[config.mk]
export PLATFORM = sky130hd
export DESIGN_NAME = jedro_1_rf_sequencer
export DESIGN_NICKNAME = d
export VERILOG_FILES = /design/src/rtl/jedro_1_rf_sequencer.sv
export SDC_FILE = /design/constraint.sdc
export NUM_CORES = 1
export LEC_CHECK = 0
export ABC_AREA = 1
export CAP_MARGIN = 15
export CORE_MARGIN = 2
export CORE_UTILIZATION = 35
export DETAILED_ROUTE_END_ITERATION = 8
export PLACE_DENSITY = 0.75
export SYNTH_ARGS = -nofsm -noshare
export SYNTH_HDL_FRONTEND = slang
export SYNTH_SLANG_ARGS = --single-unit
[constraint.sdc]
create_clock -name clk_i -period 1.2 [get_ports clk_i]
set_input_delay 0.12 -clock clk_i [delete_from_list [all_inputs] [get_ports clk_i]]
set_output_delay 0.12 -clock clk_i [all_outputs]
set_load 0.03 [all_outputs]
[src/rtl/jedro_1_rf_sequencer.sv]
// Operand-read sequencer in front of a single-port register file.
// Each accepted request reads rs1, then rs2, over the shared port and returns
// both operands on a valid/ready response. Writebacks use the port whenever the
// sequencer is idle or holding a response, and take priority over new requests.
// Optional feature macro: JEDRO_1_RF_BYPASS_EN -- a writeback accepted while a
// response is held refreshes any held operand whose address it matches.
module jedro_1_rf_sequencer #(
    parameter int unsigned DATA_WIDTH = 32,
    parameter int unsigned ADDR_WIDTH = 5
) (
    input  logic                  clk_i,
    input  logic                  rstn_i,
    input  logic                  req_valid_i,
    output logic                  req_ready_o,
    input  logic [ADDR_WIDTH-1:0] req_rs1_i,
    input  logic [ADDR_WIDTH-1:0] req_rs2_i,
    output logic                  op_valid_o,
    input  logic                  op_ready_i,
    output logic [DATA_WIDTH-1:0] op_rs1_data_o,
    output logic [DATA_WIDTH-1:0] op_rs2_data_o,
    input  logic                  wb_valid_i,
    output logic                  wb_ready_o,
    input  logic [ADDR_WIDTH-1:0] wb_addr_i,
    input  logic [DATA_WIDTH-1:0] wb_data_i,
    output logic [ADDR_WIDTH-1:0] rf_addr_o,
    output logic [DATA_WIDTH-1:0] rf_data_o,
    output logic                  rf_we_o,
    input  logic [DATA_WIDTH-1:0] rf_data_i
);

    typedef enum logic [2:0] {
        StIdle,
        StRs1,
        StRs2,
        StCap,
        StOut
    } state_e;

    state_e                state_q, state_d;
    logic [ADDR_WIDTH-1:0] rs1_q, rs2_q;
    logic [DATA_WIDTH-1:0] rs1_data_q, rs1_data_d;
    logic [DATA_WIDTH-1:0] rs2_data_q, rs2_data_d;
    logic                  wb_fire;
    logic                  req_fire;

    // State register
    always_ff @(posedge clk_i or negedge rstn_i) begin
        if (!rstn_i) begin
            state_q <= StIdle;
        end else begin
            state_q <= state_d;
        end
    end

    // Next state, handshakes and register-file port drive
    always_comb begin
        state_d     = state_q;
        req_ready_o = 1'b0;
        wb_ready_o  = 1'b0;
        op_valid_o  = 1'b0;
        rf_addr_o   = '0;
        rf_data_o   = '0;
        rf_we_o     = 1'b0;

        unique case (state_q)
            StIdle: begin
                // Readies are gated by reset so they drop the instant reset asserts
                wb_ready_o  = rstn_i;
                req_ready_o = rstn_i & ~wb_valid_i;
            end
            StRs1: begin
                rf_addr_o = rs1_q;
                state_d   = StRs2;
            end
            StRs2: begin
                rf_addr_o = rs2_q;
                state_d   = StCap;
            end
            StCap: begin
                state_d = StOut;
            end
            StOut: begin
                op_valid_o  = 1'b1;
                wb_ready_o  = rstn_i;
                req_ready_o = rstn_i & op_ready_i & ~wb_valid_i;
                if (op_ready_i) begin
                    state_d = StIdle;
                end
            end
            default: begin
                state_d = StIdle;
            end
        endcase

        wb_fire  = wb_valid_i & wb_ready_o;
        req_fire = req_valid_i & req_ready_o;

        // x0 writes are acknowledged but never reach the register file
        if (wb_fire) begin
            rf_addr_o = wb_addr_i;
            rf_data_o = wb_data_i;
            rf_we_o   = (wb_addr_i != '0);
        end

        if (req_fire) begin
            state_d = StRs1;
        end
    end

    // Operand capture; read data arrives one cycle after its address
    always_comb begin
        rs1_data_d = rs1_data_q;
        rs2_data_d = rs2_data_q;
        if (state_q == StRs2) begin
            rs1_data_d = (rs1_q == '0) ? '0 : rf_data_i;
        end
        if (state_q == StCap) begin
            rs2_data_d = (rs2_q == '0) ? '0 : rf_data_i;
        end
`ifdef JEDRO_1_RF_BYPASS_EN
        if ((state_q == StOut) && wb_fire && (wb_addr_i != '0)) begin
            if (wb_addr_i == rs1_q) begin
                rs1_data_d = wb_data_i;
            end
            if (wb_addr_i == rs2_q) begin
                rs2_data_d = wb_data_i;
            end
        end
`endif
    end

    // Held request addresses and operand data
    always_ff @(posedge clk_i or negedge rstn_i) begin
        if (!rstn_i) begin
            rs1_q      <= '0;
            rs2_q      <= '0;
            rs1_data_q <= '0;
            rs2_data_q <= '0;
        end else begin
            if (req_fire) begin
                rs1_q <= req_rs1_i;
                rs2_q <= req_rs2_i;
            end
            rs1_data_q <= rs1_data_d;
            rs2_data_q <= rs2_data_d;
        end
    end

    assign op_rs1_data_o = rs1_data_q;
    assign op_rs2_data_o = rs2_data_q;

endmodule

Word-level counts from Yosys, hierarchy flattened
Index checks and enable logic that the tools add are counted.
W data, S select, Z words.
- bits in registers: 77
- output and inout port bits: 105
- logic and storage cells: 35
- equal/unequal tests: 6
- muxes and demuxes: 12
- bitwise gates (word level): 6
- reductions and logical operators: 6
- operators with widths (cell ; count):
    $mux W32 ; 3
    $pmux W3 S5 ; 1
    $logic_not A5 Y1 ; 2
    $pmux W5 S2 ; 1
    $eq A3 B2 Y1 const B ; 2
    $mux W3 ; 2
    $and A1 B1 Y1 ; 5
    $mux W5 ; 1
    $reduce_bool A5 Y1 ; 1
    $eq A3 B1 Y1 const B ; 1
    $eq A3 B3 Y1 const B ; 1
    $logic_not A3 Y1 ; 1
    $mux W1 ; 3
    $ne A3 B3 Y1 const B ; 1
    $ne A2 B2 Y1 const B ; 1
    $pmux W1 S2 ; 1
    $reduce_and A2 Y1 ; 1
    $reduce_or A2 Y1 ; 1
    $not A1 Y1 ; 1

Depth between registers and ports, before layout
Gate-level depths: netlist (run 1).
- depth in word-level cells: 6
- depth in mapped cells: 7
- mapped depth without buffers: 7

Least setup slack after synthesis (run 1)
OpenSTA, ideal clock, no wires.
- path type: register to output
- from: register state_q[0]
- to: output rf_data_o[10]
- arrival: 1.526 ns
- required time: 1.080 ns
- slack: -0.446 ns
- cell stages (with the launch flop): 7
- path buffers: 1
- path through: dfrtp_1 -> nor2_1 -> nand2_1 -> inv_2 -> nand2_1 -> buf_2 -> nor2_1
- longest elaborated chain between the ends: 5
- elaborated cells between the ends (all ways): 6
- ends and longest elaborated chain (item ; RTL line ; source):
    start, declared ; 39 ; state_e state_q, state_d;
    start signal, assigned ; 49 ; state_q <= StIdle;
    start signal, assigned ; 51 ; state_q <= state_d;
    $eq A3 B3 Y1 or $logic_not A3 Y1 (tied branches) ; 65 ; unique case (state_q)
    $reduce_or A2 Y1 (no source line) (*) ; - ;
    $mux W1 (*) ; 65 ;
    named net wb_ready_o ; 22 ; output logic wb_ready_o,
    $and A1 B1 Y1 (*) ; 95 ; wb_fire = wb_valid_i & wb_ready_o;
    $mux W32 (*) ; 99 ; if (wb_fire) begin
    end, declared ; 26 ; output logic [DATA_WIDTH-1:0] rf_data_o,
The timed path passes the listed nets; every way through them passes the cells marked *.

Worst setup path in the final report (run 1)
- from: register state_q[1]
- to: output rf_data_o[24]
- longest elaborated chain between the ends: 5
- elaborated cells between the ends (all ways): 6
- ends and longest elaborated chain (item ; RTL line):
    $eq A3 B3 Y1 or $logic_not A3 Y1 (tied branches) ; 65
    $reduce_or A2 Y1 (no source line) (*) ; -
    $mux W1 (*) ; 65
    $and A1 B1 Y1 (*) ; 95
    $mux W32 (*) ; 99
Every way passes the cells marked *; elsewhere a longest branch is shown, timed or not.

==> flow_metrics.env, run 1 <==
export IMPL_outcome="complete, but fails checks"
export IMPL_violations="negative setup slack"
export IMPL_crit_buf_inv=3
export IMPL_ys_seq_elements=77
export IMPL_p_leak_uw=0.00339
export IMPL_worst_pin_slew_ps=990
export IMPL_cp_slowest_cell="dfrtp_1"
export IMPL_startpoint="state_q[1]"
export IMPL_syn_inst=439
export IMPL_start_kind="flip-flop"
export IMPL_crit_type="flip-flop to output pin"
export IMPL_multi_input_area_um2=1610
export IMPL_p_total_uw=17700
export IMPL_gp_congestion=0.810
export IMPL_clkSinkCount=77
export IMPL_path_depth=7
export IMPL_final_area_um2=6850
export IMPL_setup_viol=118
export IMPL_hold_violations=0
export IMPL_relSlewSlack=0.340
export IMPL_cts_tree="yes"
export IMPL_grt_pass1_wl_um=19700
export IMPL_ys_warn_count=0
export IMPL_hold_path_class="primary input to asynchronous set/reset pin"
export IMPL_cts_inserted_buffers=9
export IMPL_clkLatencyLatePin_ps=350
export IMPL_yosysMostFrequentCell="nand2_1"
export IMPL_powerDensity_nw_per_um2=2590
export IMPL_worstReg2RegEnd="op_rs1_data_o[20]"
export IMPL_crit_required_ps=1080
export IMPL_dpl_hpwl_um=8370
export IMPL_async_reset_ff_frac=1.00
export IMPL_synthTopCellsByCount="169 x nand2_1, 77 x dfrtp_1, 71 x nand3_1"
export IMPL_antenna_found_initial=0
export IMPL_clock_fmax_ghz=0.594
export IMPL_rsz0062_at_grt="yes"
export IMPL_r2r_start="state_q[0]"
export IMPL_die_h_um=103
export IMPL_grtUsageTotal=0.245
export IMPL_ys_types=16
export IMPL_pre_cts_ws_ps=-227
export IMPL_layout_drive_gt1_share=0.341
export IMPL_synth_area_leader_cell="dfrtp_1"
export IMPL_fp_dieW_um=103
export IMPL_area_delta_synth_final_pct=98.1
export IMPL_clock_skew_ps=10.4
export IMPL_grt_pass1_vias=3988
export IMPL_synth_top_area_frac=0.557
export IMPL_drt_iter0_drc=170
export IMPL_rows=36
export IMPL_path_clk_slew_ps=70
export IMPL_ant_nets=0
export IMPL_arrival_ps=1560
export IMPL_syn_avg_cell_area_um2=7.88
export IMPL_numPortBuffers=188
export IMPL_syn_nets=523
export IMPL_cts_root_buf="clkbuf_8"
export IMPL_endpoint="rf_data_o[24]"
export IMPL_period_needed_ps=1680
export IMPL_place_area_um2=6060
export IMPL_syn_cell_area_um2=3460
export IMPL_via_count=3913
export IMPL_synth_edf_count=0
export IMPL_wirelength_um=13000
export IMPL_r2r_slack_ps=-250
export IMPL_grt_max_degree=78
export IMPL_cts_max_level=3
export IMPL_ys_seq_area_frac=0.557
export IMPL_path_delay_family="simple AND/OR/NAND/NOR gates"
export IMPL_synth_main_ff_cell="dfrtp_1"
export IMPL_dieArea_um2=10700
export IMPL_grt_ovfl_total=0
export IMPL_critPathMostFrequentCell="nor2_4"
export IMPL_max_vdd_ir_drop_v=0.00167
export IMPL_drv_slew=0
export IMPL_timing_critical_path_slowest_cell_delay_ps=410
export IMPL_start_util=0.357
export IMPL_reg2regPathDepth=8
export IMPL_cap_viol_max_count=0
export IMPL_antenna_cells=0
export IMPL_pin_count=189
export IMPL_filler_cell_count=704
export IMPL_coreArea_um2=9680
export IMPL_cts_buffer_depth=2
export IMPL_final_period_utilization=1.40
export IMPL_routed_via_density=4.88
export IMPL_first_pass_iters=4
export IMPL_fin_ws_ps=-483
export IMPL_wl_per_cell_um=16.2
export IMPL_cp_max_fo=8
export IMPL_nets=748
export IMPL_seqCellArea_um2=1930
export IMPL_yosys_top_cells_area="dfrtp_1 56%, nand2_1 18%, nand3_1 10%"
export IMPL_drc=0
export IMPL_crit_path_cell_trace="nor2_4 > nand2_4 > inv_6 > nand2_8 > buf_12 > nor2_4 > buf_6"
export IMPL_critPathCaptureType="output pin"
## layout make-up
| class | count | area share |
|---|---|---|
| flip-flops and latches | 77 | 0.281 |
| multi-input cells | 298 | 0.235 |
| well taps | 133 | 0.0243 |
| inverters | 39 | 0.0239 |
| repair buffers | 239 | 0.401 |
| clock buffers | 12 | 0.0212 |
| clock inverters | 4 | 0.0139 |
## per-stage QoR
step	hold slack, ps	utilization	TNS, ps	cells
3_5_place_dp	448	0.626	-16040	768
6_report	13.7	0.707	-32590	802
5_1_grt	116	0.707	-41430	802
2_1_floorplan	-176	-	-3460	439
3_3_place_gp	436	0.626	-14010	768
4_1_cts	66.9	0.701	-32240	797
## logic make-up (layout without fill, tap and decap cells)
kind of cell    after synthesis  count (layout)  share of synthesized area
flops                        77              77                      0.557
simple gates                296             297                      0.363
compound gates                1               1                    0.00145
buf+inv                      65             294                     0.0781
## sequential cells by signal, summed over array words and instances, names as in the netlist
signal,flops
op_rs1_data_o,32
op_rs2_data_o,32
rs1_q,5
rs2_q,5
state_q,3
## where the power goes
group / switching [uW] / total, uW / internal (uW)
combinational: 5990 / 10600 / 4650
sequential: 879 / 4710 / 3830
clock: 935 / 2370 / 1440
## worst min path at each step
stage,from,to,slack (ps),cells past startpoint
after floorplan,rstn_i,op_rs1_data_o[0],-180,0
after global placement,rstn_i,rs2_q[0],440,2
after detailed placement,rstn_i,state_q[2],450,2
after CTS,rstn_i,op_rs2_data_o[21],70,2
after global routing,rstn_i,state_q[1],120,2
final,rstn_i,state_q[2],10,2
## timing repair
| item | in CTS | in global routing |
|---|---|---|
| cloned | 6 | 2 |
| setup endpoints to repair | 166 | 123 |
| pin swaps | 6 | 3 |
| buffers inserted | 9 | 3 |
| hold buffers | 0 | 0 |
| resized for setup | 203 | 22 |
## routing by layer
layer | track usage | routed length [um] | vias up
met1 | 0.278 | 4910 | 1887
met2 | 0.423 | 6400 | 181
met5 | 0 | 0 | -
met4 | 0.0719 | 153 | 0
li1 | - | - | 1834
met3 | 0.0995 | 1560 | 11
## cells in the final DEF (no fill, tap or decap), types with 10 or more instances in the layout
master	count
buf_12	24
buf_4	29
buf_6	49
dfrtp_1	76
nand4_1	10
nor2_4	32
clkbuf_8	10
inv_1	33
nand3_1	64
nand2_1	167
clkdlybuf4s15_2	44
clkdlybuf4s50_1	82
No activity file was read; power rests on OpenSTA's default activity.
==> inputs of run 2 (changes only) <==
Settings changed: REMOVE_ABC_BUFFERS set to 1.
==> run 2 against run 1 <==
  * The flow still finishes with violations (negative setup slack)
  * Sequential power is essentially flat
  * Utilization shrank 3.7 points
  * First-iteration DRC count grew 50%
  * Sequential share of layout area grew 1.5 points
  * Register-to-register slack lost 130 ps
  * Total power shrank 6.1%
  * Worst hold slack gained 320 ps
  * Clock skew shrank 2.0 ps
  * Global-route usage shrank 0.27 points
  * Fmax shrank 4.7%
  * Clock power shrank 25%
==> flow_metrics.env, run 2 (same netlist as run 1, synthesis figures left out) <==
export IMPL_outcome="complete, but fails checks"
export IMPL_violations="negative setup slack"
export IMPL_clkLatencyLatePin_ps=350
export IMPL_gp_congestion=0.939
export IMPL_die_h_um=103
export IMPL_first_pass_iters=5
export IMPL_arrival_ps=1650
export IMPL_place_inst=757
export IMPL_nets=739
export IMPL_start_util=0.357
export IMPL_path_clk_slew_ps=80
export IMPL_p_total_uw=16600
export IMPL_cp_max_fo=8
export IMPL_pin_count=189
export IMPL_critPathCaptureType="output pin"
export IMPL_max_vdd_ir_drop_v=0.00155
export IMPL_wl_per_cell_um=16.8
export IMPL_setup_viol=118
export IMPL_area_delta_synth_final_pct=87.8
export IMPL_fin_cells=793
export IMPL_cts_max_level=3
export IMPL_mostFrequentLayoutCell="nand2_1"
export IMPL_via_count=3950
export IMPL_coreArea_um2=9680
export IMPL_routed_via_density=4.98
export IMPL_wirelength_um=13300
export IMPL_final_period_utilization=1.47
export IMPL_ant_nets=0
export IMPL_drv_slew=0
export IMPL_cts_buffer_depth=2
export IMPL_antenna_cells=0
export IMPL_clock_fmax_ghz=0.566
export IMPL_hold_path_class="primary input to flip-flop"
export IMPL_p_leak_uw=0.00328
export IMPL_antenna_found_initial=0
export IMPL_layout_drive_gt1_share=0.323
export IMPL_start_kind="flip-flop"
export IMPL_dpl_hpwl_um=8120
export IMPL_crit_required_ps=1080
export IMPL_cts_tree="yes"
export IMPL_crit_type="flip-flop to output pin"
export IMPL_cts_inserted_buffers=9
export IMPL_clkSinkCount=77
export IMPL_cap_viol_max_count=0
export IMPL_worst_pin_slew_ps=417
export IMPL_grt_pass1_wl_um=19800
export IMPL_numPortBuffers=188
export IMPL_drc=0
export IMPL_grtUsageTotal=0.242
export IMPL_mostFrequentLayoutCells="154 x nand2_1, 82 x clkdlybuf4s50_1, 76 x dfrtp_1, 64 x nand3_1, 50 x clkdlybuf4s15_2"
export IMPL_powerDensity_nw_per_um2=2560
export IMPL_cts_root_buf="clkbuf_8"
export IMPL_clock_skew_ps=8.44
export IMPL_rsz0062_at_grt="yes"
export IMPL_hold_violations=0
export IMPL_period_needed_ps=1770
export IMPL_fin_ws_ps=-566
export IMPL_relSlewSlack=0.722
export IMPL_grt_pass1_vias=3833
export IMPL_grt_ovfl_total=0
export IMPL_holdWs_ps=335
export IMPL_fp_dieW_um=103
export IMPL_dieArea_um2=10700
export IMPL_r2r_slack_ps=-380
export IMPL_drt_iter0_drc=255
export IMPL_rows=36
export IMPL_grt_max_degree=78
==> run 2: final timing paths <==
kind	start	end	cells after the start
setup reg to reg	state_q[0]	rs1_q[2]	11
hold reg to reg	op_rs1_data_o[5]	op_rs1_data_o[5]	2
hold / removal	req_rs2_i[2]	rs2_q[2]	3
setup / recovery	state_q[0]	rf_addr_o[3]	9
min in group asynchronous	rstn_i	state_q[1]	3
max in group asynchronous	rstn_i	state_q[2]	3
==> run 2: critical path: stages (launching register included) <==
cell and delay (ps):
dfrtp_1 420, nor2_4 140, nand2_2 80, inv_2 80, nand2_4 90, buf_12 170
clkinv_8 60, nand2_4 40, nand3_2 70, buf_6 130
==> run 2: area by class of cell <==
cell class / instances / area, um2
fillers: 753 / 3190
repair buffers: 231 / 2590
flip-flops and latches: 77 / 1930
multi-input cells: 297 / 1470
inverters: 39 / 166
well taps: 133 / 166
clock buffers: 10 / 128
clock inverters: 6 / 48.8
==> run 2: what timing repair did <==
action,in CTS,in global routing
hold buffers,1,0
cloned,6,0
setup endpoints to repair,172,122
buffers inserted,10,4
hold endpoints to repair,77,0
gates resized for setup,224,44
pin swaps,4,3
==> run 2: per-stage QoR <==
stage                     worst slack [ps]  TNS, ps  utilization  instance area [um2]
after floorplan                      -1200   -94230            -                 3330
after global placement                -152   -10270        0.584                 5660
after detailed placement              -205   -12550        0.584                 5660
after CTS                             -505   -30590        0.655                 6340
after global routing                  -627   -45740        0.671                 6500
final                                 -566   -37920        0.671                 6500
==> run 2: layer usage <==
metal	up-vias	global-route usage	wire length, um
li1	1812	-	-
met5	-	0	0
met2	157	0.421	7160
met1	1956	0.305	5170
met3	25	0.0376	639
met4	0	0.0860	326
==> run 2: report_power, final <==
group	switching, uW	internal (uW)	total [uW]
logic	5850	4320	10200
clock network	1000	765	1770
registers	886	3820	4710
